File: config.mk
export PLATFORM = sky130hd
export DESIGN_NAME = paddle_motion_ctrl
export DESIGN_NICKNAME = d
export VERILOG_FILES = /design/src/rtl/paddle_motion_ctrl.sv
export SDC_FILE = /design/constraint.sdc
export NUM_CORES = 1
export LEC_CHECK = 0
export BUFFER_PORTS_ARGS = -buffer_cell sky130_fd_sc_hd__buf_4
export CAP_MARGIN = 20
export CORE_MARGIN = 5
export CORE_UTILIZATION = 25
export CTS_CLUSTER_SIZE = 25
export DETAILED_ROUTE_END_ITERATION = 8
export GPL_ROUTABILITY_DRIVEN = 0
export HOLD_SLACK_MARGIN = 0.15
export PLACE_DENSITY = 0.47
export SYNTH_ARGS = -nofsm -noshare
export SYNTH_HDL_FRONTEND = slang
export SYNTH_SLANG_ARGS = --single-unit
File: constraint.sdc
create_clock -name clk -period 5.5 [get_ports clk]
set_input_delay 1.1 -clock clk [delete_from_list [all_inputs] [get_ports clk]]
set_output_delay 1.1 -clock clk [all_outputs]
set_load 0.02 [all_outputs]
File: src/rtl/paddle_motion_ctrl.sv
// Paddle input conditioning and per-frame motion: button sync/debounce, vsync
// edge detect, and a clamped, accelerating horizontal position for the renderer.
module paddle_motion_ctrl #(
   parameter int unsigned INIT_X          = 200,
   parameter int unsigned RECT_WIDTH      = 240,
   parameter int unsigned SCREEN_WIDTH    = 640,
   parameter int unsigned MAX_SPEED       = 4,
   parameter int unsigned ACCEL_FRAMES    = 8,
   parameter int unsigned DEBOUNCE_CYCLES = 50000
) (
   input  logic       clk,
   input  logic       reset,
   input  logic       vsync,
   input  logic       btn_right,
   input  logic       btn_left,
   output logic [9:0] rect_x,
   output logic       frame_tick,
   output logic       moving,
   output logic       at_edge
);

   localparam int unsigned MAX_X = SCREEN_WIDTH - RECT_WIDTH;
   localparam int unsigned CNT_W = $clog2(DEBOUNCE_CYCLES + 1);
   localparam int unsigned POS_W = 11;
   localparam int unsigned X_W   = 10;

   typedef enum logic [1:0] {
      IDLE   = 2'd0,
      MOVE_R = 2'd1,
      MOVE_L = 2'd2
   } state_t;

   logic [1:0]            r_sync_r;
   logic [1:0]            r_sync_l;
   logic [1:0]            w_samp;
   logic [1:0]            r_deb;
   logic [1:0][CNT_W-1:0] r_cnt;
   logic                  r_vsync_q;
   logic                  r_frame_tick;

   state_t                r_state;
   state_t                w_state_nx;
   state_t                w_tgt;
   logic [3:0]            r_speed;
   logic [3:0]            r_hold;
   logic [3:0]            w_speed_nx;
   logic [3:0]            w_hold_nx;
   logic [3:0]            w_spd;
   logic [3:0]            w_hld;
   logic [3:0]            w_hold_inc;
   logic [X_W-1:0]        r_x;
   logic [X_W-1:0]        w_x_nx;
   logic [POS_W-1:0]      w_sum;
   logic                  w_dir_r;
   logic                  w_dir_l;
   logic                  w_at_limit;

   // Two-flop synchronisers for the raw buttons
   always_ff @(posedge clk) begin
      if (reset) begin
         r_sync_r <= '0;
         r_sync_l <= '0;
      end else begin
         r_sync_r <= {r_sync_r[0], btn_right};
         r_sync_l <= {r_sync_l[0], btn_left};
      end
   end

   assign w_samp = {r_sync_l[1], r_sync_r[1]};

   // Accept a new level only after DEBOUNCE_CYCLES consecutive disagreeing samples
   always_ff @(posedge clk) begin
      if (reset) begin
         r_deb <= '0;
         r_cnt <= '0;
      end else begin
         for (int i = 0; i < 2; i++) begin
            if (w_samp[i] == r_deb[i]) begin
               r_cnt[i] <= '0;
            end else if (r_cnt[i] == CNT_W'(DEBOUNCE_CYCLES - 1)) begin
               r_deb[i] <= w_samp[i];
               r_cnt[i] <= '0;
            end else begin
               r_cnt[i] <= r_cnt[i] + CNT_W'(1);
            end
         end
      end
   end

   // vsync_q resets high so a vsync already high at release is not an edge
   always_ff @(posedge clk) begin
      if (reset) begin
         r_vsync_q    <= 1'b1;
         r_frame_tick <= 1'b0;
      end else begin
         r_vsync_q    <= vsync;
         r_frame_tick <= vsync & ~r_vsync_q;
      end
   end

   always_ff @(posedge clk) begin
      if (reset) begin
         r_state <= IDLE;
         r_speed <= '0;
         r_hold  <= '0;
         r_x     <= X_W'(INIT_X);
      end else begin
         r_state <= w_state_nx;
         r_speed <= w_speed_nx;
         r_hold  <= w_hold_nx;
         r_x     <= w_x_nx;
      end
   end

   assign w_dir_r = r_deb[0] & ~r_deb[1];
   assign w_dir_l = r_deb[1] & ~r_deb[0];

   always_comb begin
      w_state_nx = r_state;
      w_speed_nx = r_speed;
      w_hold_nx  = r_hold;
      w_x_nx     = r_x;
      w_tgt      = w_dir_r ? MOVE_R : MOVE_L;
      w_spd      = 4'd1;
      w_hld      = 4'd0;
      w_hold_inc = r_hold + 4'd1;
      w_sum      = '0;
      w_at_limit = w_dir_r ? (r_x == X_W'(MAX_X)) : (r_x == '0);
      if (r_frame_tick) begin
         if (!w_dir_r && !w_dir_l) begin
            w_state_nx = IDLE;
            w_speed_nx = '0;
            w_hold_nx  = '0;
         end else begin
            if (r_state == w_tgt) begin
               if (w_hold_inc == 4'(ACCEL_FRAMES)) begin
                  w_hld = 4'd0;
                  w_spd = (r_speed >= 4'(MAX_SPEED)) ? 4'(MAX_SPEED) : r_speed + 4'd1;
               end else begin
                  w_hld = w_hold_inc;
                  w_spd = r_speed;
               end
            end
            w_state_nx = w_tgt;
            w_sum      = {1'b0, r_x} + POS_W'(w_spd);
            // Pinned against a limit: hold position and restart the ramp
            if (w_at_limit) begin
               w_speed_nx = 4'd1;
               w_hold_nx  = 4'd0;
            end else begin
               w_speed_nx = w_spd;
               w_hold_nx  = w_hld;
               if (w_dir_r) begin
                  w_x_nx = (w_sum > POS_W'(MAX_X)) ? X_W'(MAX_X) : w_sum[X_W-1:0];
               end else begin
                  w_x_nx = (POS_W'(w_spd) > {1'b0, r_x}) ? '0 : r_x - X_W'(w_spd);
               end
            end
         end
      end
   end

   assign rect_x     = r_x;
   assign frame_tick = r_frame_tick;
   assign moving     = (r_state != IDLE);
   assign at_edge    = (r_x == '0) || (r_x == X_W'(MAX_X));

endmodule

==> run metrics <==
# hold bufs at CTS 0; Avg Cell Area, Syn 8.24 um^2; Die Span X 127 um; Inserted Diodes 0; CP Data Arrival Time 4470 ps; Die Y 127 um; Die ar. 16,100 um^2; Yosys Warn Count 0; FILL cells 1,409; Ports 18; final period utilization 77.0%; combinational family with the most area after synthesis simple AND/OR/NAND/NOR gates; Synth Flop Type dfxtp_1; startpoint types flip-flop; Worst R2R Start r_deb[0]; Syn Nets 434; Hold Slack 395 ps; CP Launch Point r_deb[0]; Final Max Tran Viols 0; CTS sink cnt 60; DR pass1 iterations 4; sequential element share of the synthesized area 35.3%; RR Endpoint rect_x[2]; Setup violations, final 0; Reg2Reg Depth 13; GRT Util Overall 10.2%; mux share of post-synthesis cell area 1.18%; initial antenna violation count 0; PortBufs 17; TritonCTS buffer count 9; crit-path max FO 20; post-layout min period 4240 ps; DRT iter0 DRCs 162; largest net degree at the start of global routing 32; Area Overhead vs Synth 15.8%; hold crit path type flip-flop to flip-flop; CP endpoint rect_x[2]; worst vdd ir 0.156 mV; drt wl/cell 13.1 um; cells after synthesis 413; synth unique cells 63; leakage power 1.32 nW; status complete, no violations; vias in the first global route 2,750; num rows 42; Highest Signal Layer met4; CTS max path bufs 2; routed wl met2 3710 um; Routed met3 length 309 um; RSZ-0062 raised after global routing false; CP endpoint kind flip-flop; Syn Std Cell Area 3400 um^2; Resized cells post-CTS 0; DRT Wirelength 7960 um; synthesized flop and latch total 60; Max-slew headroom 55.4%; Hold Fails Final Rpt 0; Post-synth EDFFs 0; post-route setup TNS 0 ps; PwrDens 239 nW/um^2; slew at the pin closest to its max-slew limit 669 ps; H-tree Lvls 3; Clock Latency Late Sink 330 ps; via count of the routed design 2,877; Overflow after GRT 0; Clk pin slew, worst setup/hold paths 50 ps; Crit Path Class flip-flop to flip-flop; clk root buf clkbuf_16; R2R Setup Slk 1260 ps; Layout Skew 5.69 ps; Initial Util 25.6%; Nets 447; share of layout cells above drive strength 1 11.4%; complex-gate fraction of the synthesized area 16.7%; asr flop ratio synth 0%; post-CTS setup repair buffer count 0; Synth Area in Simple Gates 26.8%; max cap viols 0; vias per cell 4.75; clock tree from TritonCTS done; DP HPWL 5730 um; met1 WL 3820 um; DR DRC count 0; XOR/XNOR Fraction of Synth Area 9.26%; first-pass GRT wire length 13,300 um; Core Box Area 13,300 um^2; Routed Antenna Nets 0; Fmax 0.236 GHz; Adder-Cell Fraction of Synth Area 6.32%; Critical Path RT 5730 ps
cell families after synthesis:
logic type | Yosys count
muxes | 4
AOI/OAI and AO/OA | 78
and+or+nand+nor | 183
DFF | 60
adders and majority gates | 16
xor gates and xnor gates | 36
buffers and inverters | 36
placed cells by master (no fill, tap or decap), drive strengths merged, types with 10 or more instances in the layout:
cell type | netlist | layout
clkbuf | 8 | 10
xnor2 | 16 | 16
xor2 | 20 | 20
buf | 8 | 18
a21oi | 25 | 25
dfxtp | 60 | 60
nand3 | 20 | 20
nand2 | 29 | 29
nor2 | 69 | 69
o21ai | 15 | 15
ha | 14 | 14
inv | 19 | 19
sequential cells by signal, summed over array words and instances (netlist names):
| name | flops |
|---|---|
| r_sync_l | 2 |
| r_state | 2 |
| frame_tick | 1 |
| r_deb | 2 |
| rect_x | 10 |
| r_hold | 4 |
| r_vsync_q | 1 |
| r_sync_r | 2 |
| r_cnt | 32 |
| r_speed | 4 |
synth_stat cells, drive strengths merged, types with 5 or more instances:
master	instances	area share [%]
a21oi	25	4.2
a22oi	5	1.1
and2	5	0.92
and3	6	1.1
buf	8	1.4
clkbuf	8	0.88
dfxtp	60	35
ha	14	5.1
inv	19	2.1
nand2	29	3.2
nand3	20	2.9
nand4	7	1.3
nor2	69	7.6
nor2b	9	1.7
nor3	5	0.73
nor4	5	0.92
o211ai	5	1.5
o21ai	15	2.2
or2	5	0.92
xnor2	16	4.1
xor2	20	5.1
worst max-delay path, stage by stage, from the launching register on:
cell and delay (ps):
dfxtp_1 380, ha_1 610, nand2_1 140, o21ai_0 370, o21ai_0 230, ha_1 450
nand2b_1 240, a21oi_2 430, xnor2_1 170, nand3_1 90, a211o_1 310, o22ai_4 270
a31oi_1 150, o41ai_2 290
metrics by stage:
stage                     utilization [%]  std cells  setup WS [ps]  total power, mW  area (um^2)
final                                29.6        606           1260            0.943         3940
after CTS                            29.6        606           1280            0.962         3940
after detailed placement             27.7        591           1280            0.460         3680
after global placement               27.7        591           1280            0.460         3680
after floorplan                         -        413           1980            0.455         3400
after global routing                 29.6        606            926            0.981         3940
power by group:
group	total (mW)	switching, mW	internal [mW]
Clock	0.492	0.193	0.299
Combinational	0.0118	0.00759	0.00425
Sequential	0.439	0.00146	0.438
Total	0.943	0.202	0.741
layer usage:
| layer | vias to the layer above | global-route usage (%) |
|---|---|---|
| met1 | 1345 | 13.0 |
| met4 | 0 | 5.93 |
| met2 | 50 | 16.4 |
| met3 | 9 | 1.68 |
| met5 | - | 0 |
| li1 | 1473 | - |
worst min path at each step:
stage            endpoint  cells after the start       from
2_1_floorplan  frame_tick                      1  r_vsync_q
3_3_place_gp   frame_tick                      1  r_vsync_q
3_5_place_dp   frame_tick                      1  r_vsync_q
4_1_cts        frame_tick                      1  r_vsync_q
5_1_grt        frame_tick                      1  r_vsync_q
6_report       frame_tick                      1  r_vsync_q
area by class of cell:
cell class                 instances  area (um^2)  share of cell area [%]
clock buffer                      10          229                    5.81
timing repair buffer              18          135                    3.43
sequential                        60         1200                    30.5
tap                              176          220                    5.59
inverter                          20         75.1                    1.90
multi-input combinational        317         2050                    52.0
clock inverter                     5         30.0                   0.762
No activity file was read; power rests on OpenSTA's default activity.
